[src/rtl/ifetch_unit_if.sv]
// Fetch unit bundle: instruction memory request/response, core redirect and instruction stream.
// master = fetch unit side, slave = memory/core environment side.
interface ifetch_unit_if #(
   parameter int ADDR_W = 32,
   parameter int DATA_W = 32
);
   logic              imem_req_valid;
   logic              imem_req_ready;
   logic [ADDR_W-1:0] imem_req_addr;
   logic              imem_rsp_valid;
   logic [DATA_W-1:0] imem_rsp_data;
   logic              redirect_valid;
   logic [ADDR_W-1:0] redirect_pc;
   logic              inst_valid;
   logic              inst_ready;
   logic [DATA_W-1:0] inst_data;
   logic [ADDR_W-1:0] inst_pc;

   modport master (
      output imem_req_valid, imem_req_addr, inst_valid, inst_data, inst_pc,
      input  imem_req_ready, imem_rsp_valid, imem_rsp_data, redirect_valid, redirect_pc, inst_ready
   );

   modport slave (
      input  imem_req_valid, imem_req_addr, inst_valid, inst_data, inst_pc,
      output imem_req_ready, imem_rsp_valid, imem_rsp_data, redirect_valid, redirect_pc, inst_ready
   );
endinterface

[src/rtl/ifetch_unit.sv]
// Instruction fetch front end: PC sequencing, credit-limited imem requests, prefetch FIFO and
// redirect flush with stale-response discard. Define IFETCH_STATS_EN for stat_fetched/stat_dropped.
module ifetch_unit #(
   parameter int                ADDR_W   = 32,
   parameter int                DATA_W   = 32,
   parameter int                DEPTH    = 4,
   parameter logic [ADDR_W-1:0] RESET_PC = '0
) (
   input  logic          clk,
   input  logic          reset,
   ifetch_unit_if.master bus
`ifdef IFETCH_STATS_EN
   ,
   output logic [31:0]   stat_fetched,
   output logic [31:0]   stat_dropped
`endif
);
   localparam int                PTR_W   = $clog2(DEPTH);
   localparam int                CNT_W   = PTR_W + 1;
   localparam logic [CNT_W:0]    DEPTH_C = (CNT_W + 1)'(DEPTH);

   typedef enum logic [1:0] {ST_BOOT, ST_RUN, ST_FLUSH} state_t;

   state_t            state_reg, state_next;
   logic [ADDR_W-1:0] fetch_pc_reg, fetch_pc_next;
   logic [ADDR_W-1:0] rsp_pc_reg, rsp_pc_next;
   logic [PTR_W-1:0]  wr_ptr_reg, wr_ptr_next;
   logic [PTR_W-1:0]  rd_ptr_reg, rd_ptr_next;
   logic [CNT_W-1:0]  count_reg, count_next;
   logic [CNT_W-1:0]  outstanding_reg, outstanding_next;
   logic [CNT_W-1:0]  discard_reg, discard_next;

   logic [DATA_W-1:0] data_mem [DEPTH];
   logic [ADDR_W-1:0] pc_mem   [DEPTH];

   logic              redirect;
   logic [ADDR_W-1:0] redirect_target;
   logic [CNT_W:0]    credit_used;
   logic              req_valid;
   logic              req_fire;
   logic              rsp_in;
   logic              push;
   logic              pop;
   logic              head_valid;

   assign redirect        = bus.redirect_valid;
   assign redirect_target = bus.redirect_pc & ~ADDR_W'(3);
   assign credit_used     = {1'b0, count_reg} + {1'b0, outstanding_reg};
   assign head_valid      = (count_reg != '0);

   // A response with nothing outstanding is a protocol error; ignoring it keeps the counters sane.
   assign rsp_in   = bus.imem_rsp_valid && (outstanding_reg != '0);
   assign req_fire = req_valid && bus.imem_req_ready;
   assign push     = (state_reg == ST_RUN) && rsp_in && !redirect;
   assign pop      = head_valid && bus.inst_ready && !redirect;

   // FSM: state register
   always_ff @(posedge clk or negedge reset) begin
      if (!reset) begin
         state_reg <= ST_BOOT;
      end else begin
         state_reg <= state_next;
      end
   end

   // FSM: next state
   always_comb begin
      state_next = state_reg;
      case (state_reg)
         ST_BOOT: begin
            state_next = ST_RUN;
         end
         ST_RUN: begin
            if (redirect && outstanding_next != '0) begin
               state_next = ST_FLUSH;
            end
         end
         ST_FLUSH: begin
            if (redirect) begin
               state_next = (outstanding_next != '0) ? ST_FLUSH : ST_RUN;
            end else if (discard_next == '0) begin
               state_next = ST_RUN;
            end
         end
         default: begin
            state_next = ST_BOOT;
         end
      endcase
   end

   // FSM: outputs
   always_comb begin
      req_valid = 1'b0;
      if (state_reg == ST_RUN && !redirect && credit_used < DEPTH_C) begin
         req_valid = 1'b1;
      end
   end

   assign bus.imem_req_valid = req_valid;
   assign bus.imem_req_addr  = fetch_pc_reg;
   assign bus.inst_valid     = head_valid;
   assign bus.inst_data      = head_valid ? data_mem[rd_ptr_reg] : '0;
   assign bus.inst_pc        = head_valid ? pc_mem[rd_ptr_reg]   : '0;

   // Datapath next-state; a redirect overrides every other update this cycle.
   always_comb begin
      fetch_pc_next    = fetch_pc_reg;
      rsp_pc_next      = rsp_pc_reg;
      wr_ptr_next      = wr_ptr_reg;
      rd_ptr_next      = rd_ptr_reg;
      count_next       = count_reg;
      discard_next     = discard_reg;
      outstanding_next = outstanding_reg + CNT_W'(req_fire) - CNT_W'(rsp_in);
      if (redirect) begin
         fetch_pc_next = redirect_target;
         rsp_pc_next   = redirect_target;
         wr_ptr_next   = '0;
         rd_ptr_next   = '0;
         count_next    = '0;
         // Everything still in flight after this cycle belongs to the old path.
         discard_next  = outstanding_next;
      end else begin
         if (req_fire) begin
            fetch_pc_next = fetch_pc_reg + ADDR_W'(4);
         end
         if (push) begin
            wr_ptr_next = wr_ptr_reg + PTR_W'(1);
            rsp_pc_next = rsp_pc_reg + ADDR_W'(4);
         end
         if (pop) begin
            rd_ptr_next = rd_ptr_reg + PTR_W'(1);
         end
         count_next = count_reg + CNT_W'(push) - CNT_W'(pop);
         if (state_reg == ST_FLUSH && rsp_in && discard_reg != '0) begin
            discard_next = discard_reg - CNT_W'(1);
         end
      end
   end

   always_ff @(posedge clk or negedge reset) begin
      if (!reset) begin
         fetch_pc_reg    <= RESET_PC;
         rsp_pc_reg      <= RESET_PC;
         wr_ptr_reg      <= '0;
         rd_ptr_reg      <= '0;
         count_reg       <= '0;
         outstanding_reg <= '0;
         discard_reg     <= '0;
      end else begin
         fetch_pc_reg    <= fetch_pc_next;
         rsp_pc_reg      <= rsp_pc_next;
         wr_ptr_reg      <= wr_ptr_next;
         rd_ptr_reg      <= rd_ptr_next;
         count_reg       <= count_next;
         outstanding_reg <= outstanding_next;
         discard_reg     <= discard_next;
      end
   end

   // FIFO storage needs no reset: count_reg alone decides which entries are live.
   always_ff @(posedge clk) begin
      if (push) begin
         data_mem[wr_ptr_reg] <= bus.imem_rsp_data;
         pc_mem[wr_ptr_reg]   <= rsp_pc_reg;
      end
   end

`ifdef IFETCH_STATS_EN
   logic [31:0] stat_fetched_reg;
   logic [31:0] stat_dropped_reg;
   logic [31:0] drop_inc;

   // Dropped = discarded responses plus FIFO entries thrown away by a redirect.
   always_comb begin
      drop_inc = 32'd0;
      if (redirect) begin
         drop_inc = 32'(count_reg) + 32'(rsp_in);
      end else if (rsp_in && !push) begin
         drop_inc = 32'd1;
      end
   end

   always_ff @(posedge clk or negedge reset) begin
      if (!reset) begin
         stat_fetched_reg <= 32'd0;
         stat_dropped_reg <= 32'd0;
      end else begin
         stat_fetched_reg <= stat_fetched_reg + 32'(push);
         stat_dropped_reg <= stat_dropped_reg + drop_inc;
      end
   end

   assign stat_fetched = stat_fetched_reg;
   assign stat_dropped = stat_dropped_reg;
`endif
endmodule
[src/flat_wrapper.sv]
// flat-port wrapper written by rule: the top's interface ports become plain ports
module ifetch_unit_flat 
#(
   parameter int                ADDR_W   = 32,
   parameter int                DATA_W   = 32,
   parameter int                DEPTH    = 4,
   parameter logic [ADDR_W-1:0] RESET_PC = '0
)
  (clk, reset, bus_imem_req_valid, bus_imem_req_addr, bus_inst_valid, bus_inst_data, bus_inst_pc, bus_imem_req_ready, bus_imem_rsp_valid, bus_imem_rsp_data, bus_redirect_valid, bus_redirect_pc, bus_inst_ready);
  ifetch_unit_if #(.ADDR_W(ADDR_W), .DATA_W(DATA_W)) bus_i ();
  input  logic clk;
  input  logic reset;
  output wire logic [$bits(bus_i.imem_req_valid)-1:0] bus_imem_req_valid;
  output wire logic [$bits(bus_i.imem_req_addr)-1:0] bus_imem_req_addr;
  output wire logic [$bits(bus_i.inst_valid)-1:0] bus_inst_valid;
  output wire logic [$bits(bus_i.inst_data)-1:0] bus_inst_data;
  output wire logic [$bits(bus_i.inst_pc)-1:0] bus_inst_pc;
  input wire logic [$bits(bus_i.imem_req_ready)-1:0] bus_imem_req_ready;
  input wire logic [$bits(bus_i.imem_rsp_valid)-1:0] bus_imem_rsp_valid;
  input wire logic [$bits(bus_i.imem_rsp_data)-1:0] bus_imem_rsp_data;
  input wire logic [$bits(bus_i.redirect_valid)-1:0] bus_redirect_valid;
  input wire logic [$bits(bus_i.redirect_pc)-1:0] bus_redirect_pc;
  input wire logic [$bits(bus_i.inst_ready)-1:0] bus_inst_ready;
  assign bus_imem_req_valid = bus_i.imem_req_valid;
  assign bus_imem_req_addr = bus_i.imem_req_addr;
  assign bus_inst_valid = bus_i.inst_valid;
  assign bus_inst_data = bus_i.inst_data;
  assign bus_inst_pc = bus_i.inst_pc;
  assign bus_i.imem_req_ready = bus_imem_req_ready;
  assign bus_i.imem_rsp_valid = bus_imem_rsp_valid;
  assign bus_i.imem_rsp_data = bus_imem_rsp_data;
  assign bus_i.redirect_valid = bus_redirect_valid;
  assign bus_i.redirect_pc = bus_redirect_pc;
  assign bus_i.inst_ready = bus_inst_ready;
  ifetch_unit #(.ADDR_W(ADDR_W), .DATA_W(DATA_W), .DEPTH(DEPTH), .RESET_PC(RESET_PC)) u_core (.clk(clk), .reset(reset), .bus(bus_i));
endmodule
[config.mk]
export PLATFORM = sky130hd
export DESIGN_NAME = ifetch_unit_flat
export DESIGN_NICKNAME = d
export VERILOG_FILES = /design/src/rtl/ifetch_unit_if.sv /design/src/rtl/ifetch_unit.sv /design/src/flat_wrapper.sv
export SDC_FILE = /design/constraint.sdc
export NUM_CORES = 1
export LEC_CHECK = 0
export BUFFER_PORTS_ARGS = -buffer_cell sky130_fd_sc_hd__buf_2
export CORE_MARGIN = 2
export CORE_UTILIZATION = 35
export DETAILED_ROUTE_END_ITERATION = 7
export PLACE_DENSITY = 0.53
export SLEW_MARGIN = 20
export SYNTH_ARGS = -nofsm -noshare
export SYNTH_HDL_FRONTEND = slang
export SYNTH_SLANG_ARGS = --single-unit
[constraint.sdc]
create_clock -name clk -period 3.5 [get_ports clk]
set_clock_uncertainty 0.15 [all_clocks]
set_input_delay 0.7 -clock clk [delete_from_list [all_inputs] [get_ports clk]]
set_output_delay 0.7 -clock clk [all_outputs]
set_load 0.01 [all_outputs]
==> impl_metrics.prom <==
# TYPE chip_impl_metric gauge
chip_impl_info{name="outcome",value="finished clean"} 1
chip_impl_info{name="worst_setup_path_end_kind",value="output pin"} 1
chip_impl_info{name="rr_startpoint",value="u_core.outstanding_reg[2]$_DFF_PN0_"} 1
chip_impl_metric{name="max_freq",unit="GHz"} 0.3136
chip_impl_metric{name="min_tclk_post_route",unit="ns"} 3.189
chip_impl_info{name="synth_largest_area_cell",value="edfxtp_1"} 1
chip_impl_metric{name="timing.final.hold_violations",unit=""} 0
chip_impl_metric{name="floorplan.initialDensity",unit=""} 0.3546
chip_impl_metric{name="avgRoutedWirePerCell",unit="µm"} 19.31
chip_impl_info{name="regMostFlops",value="u_core.data_mem"} 1
chip_impl_metric{name="post_synth_instance_area",unit="µm²"} 13740
chip_impl_metric{name="max_slew.worst_pin.slew",unit="ns"} 0.7941
chip_impl_info{name="commonest_cells_in_the_synthesized_netlist",value="248 x edfxtp_1, 75 x dfrtp_1, 71 x and2_1"} 1
chip_impl_metric{name="globalRouteOverflowTotal",unit=""} 0
chip_impl_metric{name="num_antenna_cells",unit=""} 0
chip_impl_metric{name="cp.required",unit="ns"} 2.65
chip_impl_metric{name="clk_pin_slew_worst_paths",unit="ns"} 0.06
chip_impl_info{name="holdCritPathClass",value="primary input to async pin"} 1
chip_impl_metric{name="synth_warnings",unit=""} 0
chip_impl_metric{name="synthesis.instances",unit=""} 888
chip_impl_metric{name="drt_first_iter_violations",unit=""} 385
chip_impl_metric{name="arrival",unit="ns"} 2.34
chip_impl_metric{name="r2r_cells",unit=""} 12
chip_impl_metric{name="crit_path_max_fanout",unit=""} 22
chip_impl_info{name="grt_setup_unrepaired",value="no"} 1
chip_impl_info{name="netlist_top_cells_area",value="edfxtp_1 54%, dfrtp_1 14%, mux4_2 10%, and2_1 3.2%, xnor2_1 2.0%"} 1
chip_impl_info{name="timing.setup.critical_path_class",value="flop to output pin"} 1
chip_impl_metric{name="drt_pre_antenna_iters",unit=""} 4
chip_impl_metric{name="vias",unit=""} 8073
chip_impl_metric{name="synth_seq_cells",unit=""} 323
chip_impl_metric{name="gp_congestion",unit=""} 0.7852
chip_impl_metric{name="async_flop_share",unit=""} 0.2322
chip_impl_metric{name="static-leakage-power",unit="µW"} 0.005891
chip_impl_info{name="yosys_most_used_dff",value="edfxtp_1"} 1
chip_impl_metric{name="first_global_vias",unit=""} 8479
chip_impl_metric{name="synth_enable_flop_cells",unit=""} 248
chip_impl_metric{name="grt_max_degree",unit=""} 69
chip_impl_metric{name="synth.avg_cell_area",unit="µm²"} 15.47
chip_impl_metric{name="num-fill-cells",unit=""} 3584
chip_impl_metric{name="pd_cells",unit="nW/µm²"} 684.5
chip_impl_metric{name="final_max_slew_violation_count",unit=""} 0
chip_impl_metric{name="detail-route-antenna-nets",unit=""} 0
chip_impl_metric{name="postCtsSetupRepairBufs",unit=""} 0
chip_impl_metric{name="yosys.area.top_type_share",unit=""} 0.5421
chip_impl_info{name="startpoint_type",value="flop"} 1
chip_impl_metric{name="ioPinCount",unit=""} 168
chip_impl_metric{name="final.hold.worst_slack",unit="ns"} 0.08951
chip_impl_metric{name="antenna_found_initial",unit=""} 0
chip_impl_metric{name="period_share",unit=""} 0.9111
chip_impl_metric{name="design.final.nets",unit=""} 1155
chip_impl_metric{name="clock_sinks",unit=""} 323
chip_impl_metric{name="yosysSeqAreaShare",unit=""} 0.6788
chip_impl_metric{name="tns",unit="ns"} 0
chip_impl_metric{name="design.die.area",unit="µm²"} 40850
chip_impl_metric{name="layout-drive-gt1-share",unit=""} 0.2938
chip_impl_metric{name="seqPwrFrac",unit=""} 0.430
chip_impl_metric{name="number_of_library_cell_types_mapped_by_synthesis",unit=""} 51
chip_impl_metric{name="largest_register_ff_count",unit=""} 128
chip_impl_metric{name="grt_first_pass_wirelength",unit="µm"} 48840
chip_impl_metric{name="reg2reg_setup_slack",unit="ns"} 0.44
chip_impl_metric{name="ctsHoldBuffers",unit=""} 0
chip_impl_metric{name="power_report.internal_total",unit="µW"} 7891
chip_impl_metric{name="htree_num_levels",unit=""} 2
chip_impl_info{name="reg2reg_to",value="u_core.state_reg[0]$_DFFE_PN0P_"} 1
chip_impl_metric{name="slew_headroom",unit=""} 0.4706
chip_impl_metric{name="area_of_the_core_region",unit="µm²"} 38740
chip_impl_metric{name="share_clk_of_total_power",unit=""} 0.315
chip_impl_metric{name="drc_errors",unit=""} 0
chip_impl_metric{name="cts_resized",unit=""} 0
chip_impl_metric{name="power_switching",unit="µW"} 3360
chip_impl_metric{name="clkLatencyLatePin",unit="ns"} 0.52
chip_impl_metric{name="port-buffer-count",unit=""} 161
chip_impl_metric{name="cts-root-to-sink-buffers",unit=""} 3
chip_impl_metric{name="dieWidth",unit="µm"} 202.1
chip_impl_metric{name="number_of_maximum_capacitance_violations",unit=""} 0
chip_impl_metric{name="flow.area_growth_from_synthesis",unit="%"} 19.66
chip_impl_metric{name="post-dp-hpwl",unit="µm"} 19660
chip_impl_metric{name="totalWireLength",unit="µm"} 31170
chip_impl_metric{name="cts_made_buffers",unit=""} 37
chip_impl_info{name="ctsRootBufferMaster",value="clkbuf_16"} 1
chip_impl_metric{name="worst_vdd_drop",unit="mV"} 0.4140
chip_impl_metric{name="finalSetupViolations",unit=""} 0
chip_impl_metric{name="grt_usage",unit=""} 0.1539
chip_impl_metric{name="via_per_inst",unit=""} 5.002
chip_impl_metric{name="logic_pwr_share",unit=""} 0.255
chip_impl_metric{name="switching_fraction",unit=""} 0.2986
chip_impl_info{name="tritoncts",value="done"} 1
chip_impl_info{name="reg.largest.list",value="u_core.data_mem x128, u_core.pc_mem x120"} 1
chip_impl_metric{name="placementRows",unit=""} 72
chip_impl_info{name="synth.most_common_cell",value="edfxtp_1"} 1
chip_impl_metric{name="die_h",unit="µm"} 202.1
[kinds of logic (layout without fill, tap and decap cells)]
group / after synthesis / count (layout) / synth area share
fa+ha+maj: 16 / 16 / 0.01567
flops: 323 / 323 / 0.6788
mux: 65 / 65 / 0.1039
buf+inv: 77 / 282 / 0.02341
other cells: 1 / 4 / 0.0002730
xor+xnor: 37 / 37 / 0.02359
simple gates: 269 / 269 / 0.1088
compound gates: 100 / 100 / 0.04554
[metal layers]
layer | wire, µm | track usage | vias to the layer above
met5 | 0 | 0 | -
li1 | - | - | 3770
met3 | 1600 | 0.02918 | 43
met4 | 612 | 0.04145 | 0
met1 | 14520 | 0.2176 | 4053
met2 | 14430 | 0.2446 | 207
[layout make-up]
type	count	area (µm²)	area share
sequential	323	9329	0.5676
multi-input combinational	491	4114	0.2503
timing repair buffer	187	1129	0.06866
clock buffer	46	969.7	0.05899
tap	518	648.1	0.03943
clock inverter	20	138.9	0.008449
inverter	29	108.9	0.006622
[worst max path at each step]
stage                                             start                               to  slack [ns]  depth (start not counted)
detailed placement                   bus_redirect_valid  u_core.state_reg[0]$_DFFE_PN0P_        0.27                         12
CTS                    u_core.rd_ptr_reg[0]$_DFFE_PN0P_                  bus_inst_pc[17]        0.25                          4
floorplan                            bus_redirect_valid  u_core.state_reg[0]$_DFFE_PN0P_        0.19                         12
global route        u_core.outstanding_reg[2]$_DFF_PN0_  u_core.state_reg[0]$_DFFE_PN0P_        0.17                         12
global placement                     bus_redirect_valid  u_core.state_reg[0]$_DFFE_PN0P_        0.38                         12
finish                 u_core.rd_ptr_reg[0]$_DFFE_PN0P_                  bus_inst_pc[17]        0.31                          4
[layout by cell type, fill, tap and decap left out, types with 5 or more instances in the layout]
master     instances
nor4_1             9
o21ai_1           43
o21ai_0            5
nand4_1           18
nor3_1             9
nand3_1           35
o31a_1             5
clkbuf_16         37
nor2_1            24
nand2_1           61
clkinv_1           6
buf_4             17
a31oi_1            7
or4_1              5
a21oi_1            9
edfxtp_1         248
clkbuf_1           8
o211ai_1          13
and3_1             6
nor3_2             8
and2_1            67
inv_1             28
xor2_1             5
buf_12            10
buf_2            160
clkinv_2           7
mux4_2            62
ha_1              14
o311ai_1           9
dfrtp_1           73
xnor2_1           32
[power by group through the flow]
stage	Clock, µW	Combinational, µW	Sequential (µW)
after CTS	3650	2960	4850
after global routing	3790	3180	4900
after detailed placement	0	2950	4920
after floorplan	0	1880	4810
final	3540	2870	4840
after global placement	0	2930	4910
[critical path, stage by stage, from the launching register on]
cell,delay (ns)
dfrtp_4,0.64
buf_12,0.27
mux4_2,0.56
and2_1,0.21
buf_2,0.15
[metrics by stage]
stage	instances	power, µW	setup slack, ns	util	instance area [µm²]
3_3_place_gp	1548	7837	0.3756	0.3957	15330
2_1_floorplan	891	6684	0.1879	-	13750
3_5_place_dp	1548	7872	0.2684	0.3957	15330
4_1_cts	1614	11450	0.2498	0.4243	16440
5_1_grt	1614	11870	0.1699	0.4243	16440
6_report	1614	11250	0.3112	0.4243	16440
(Power assumes the default switching activity.)
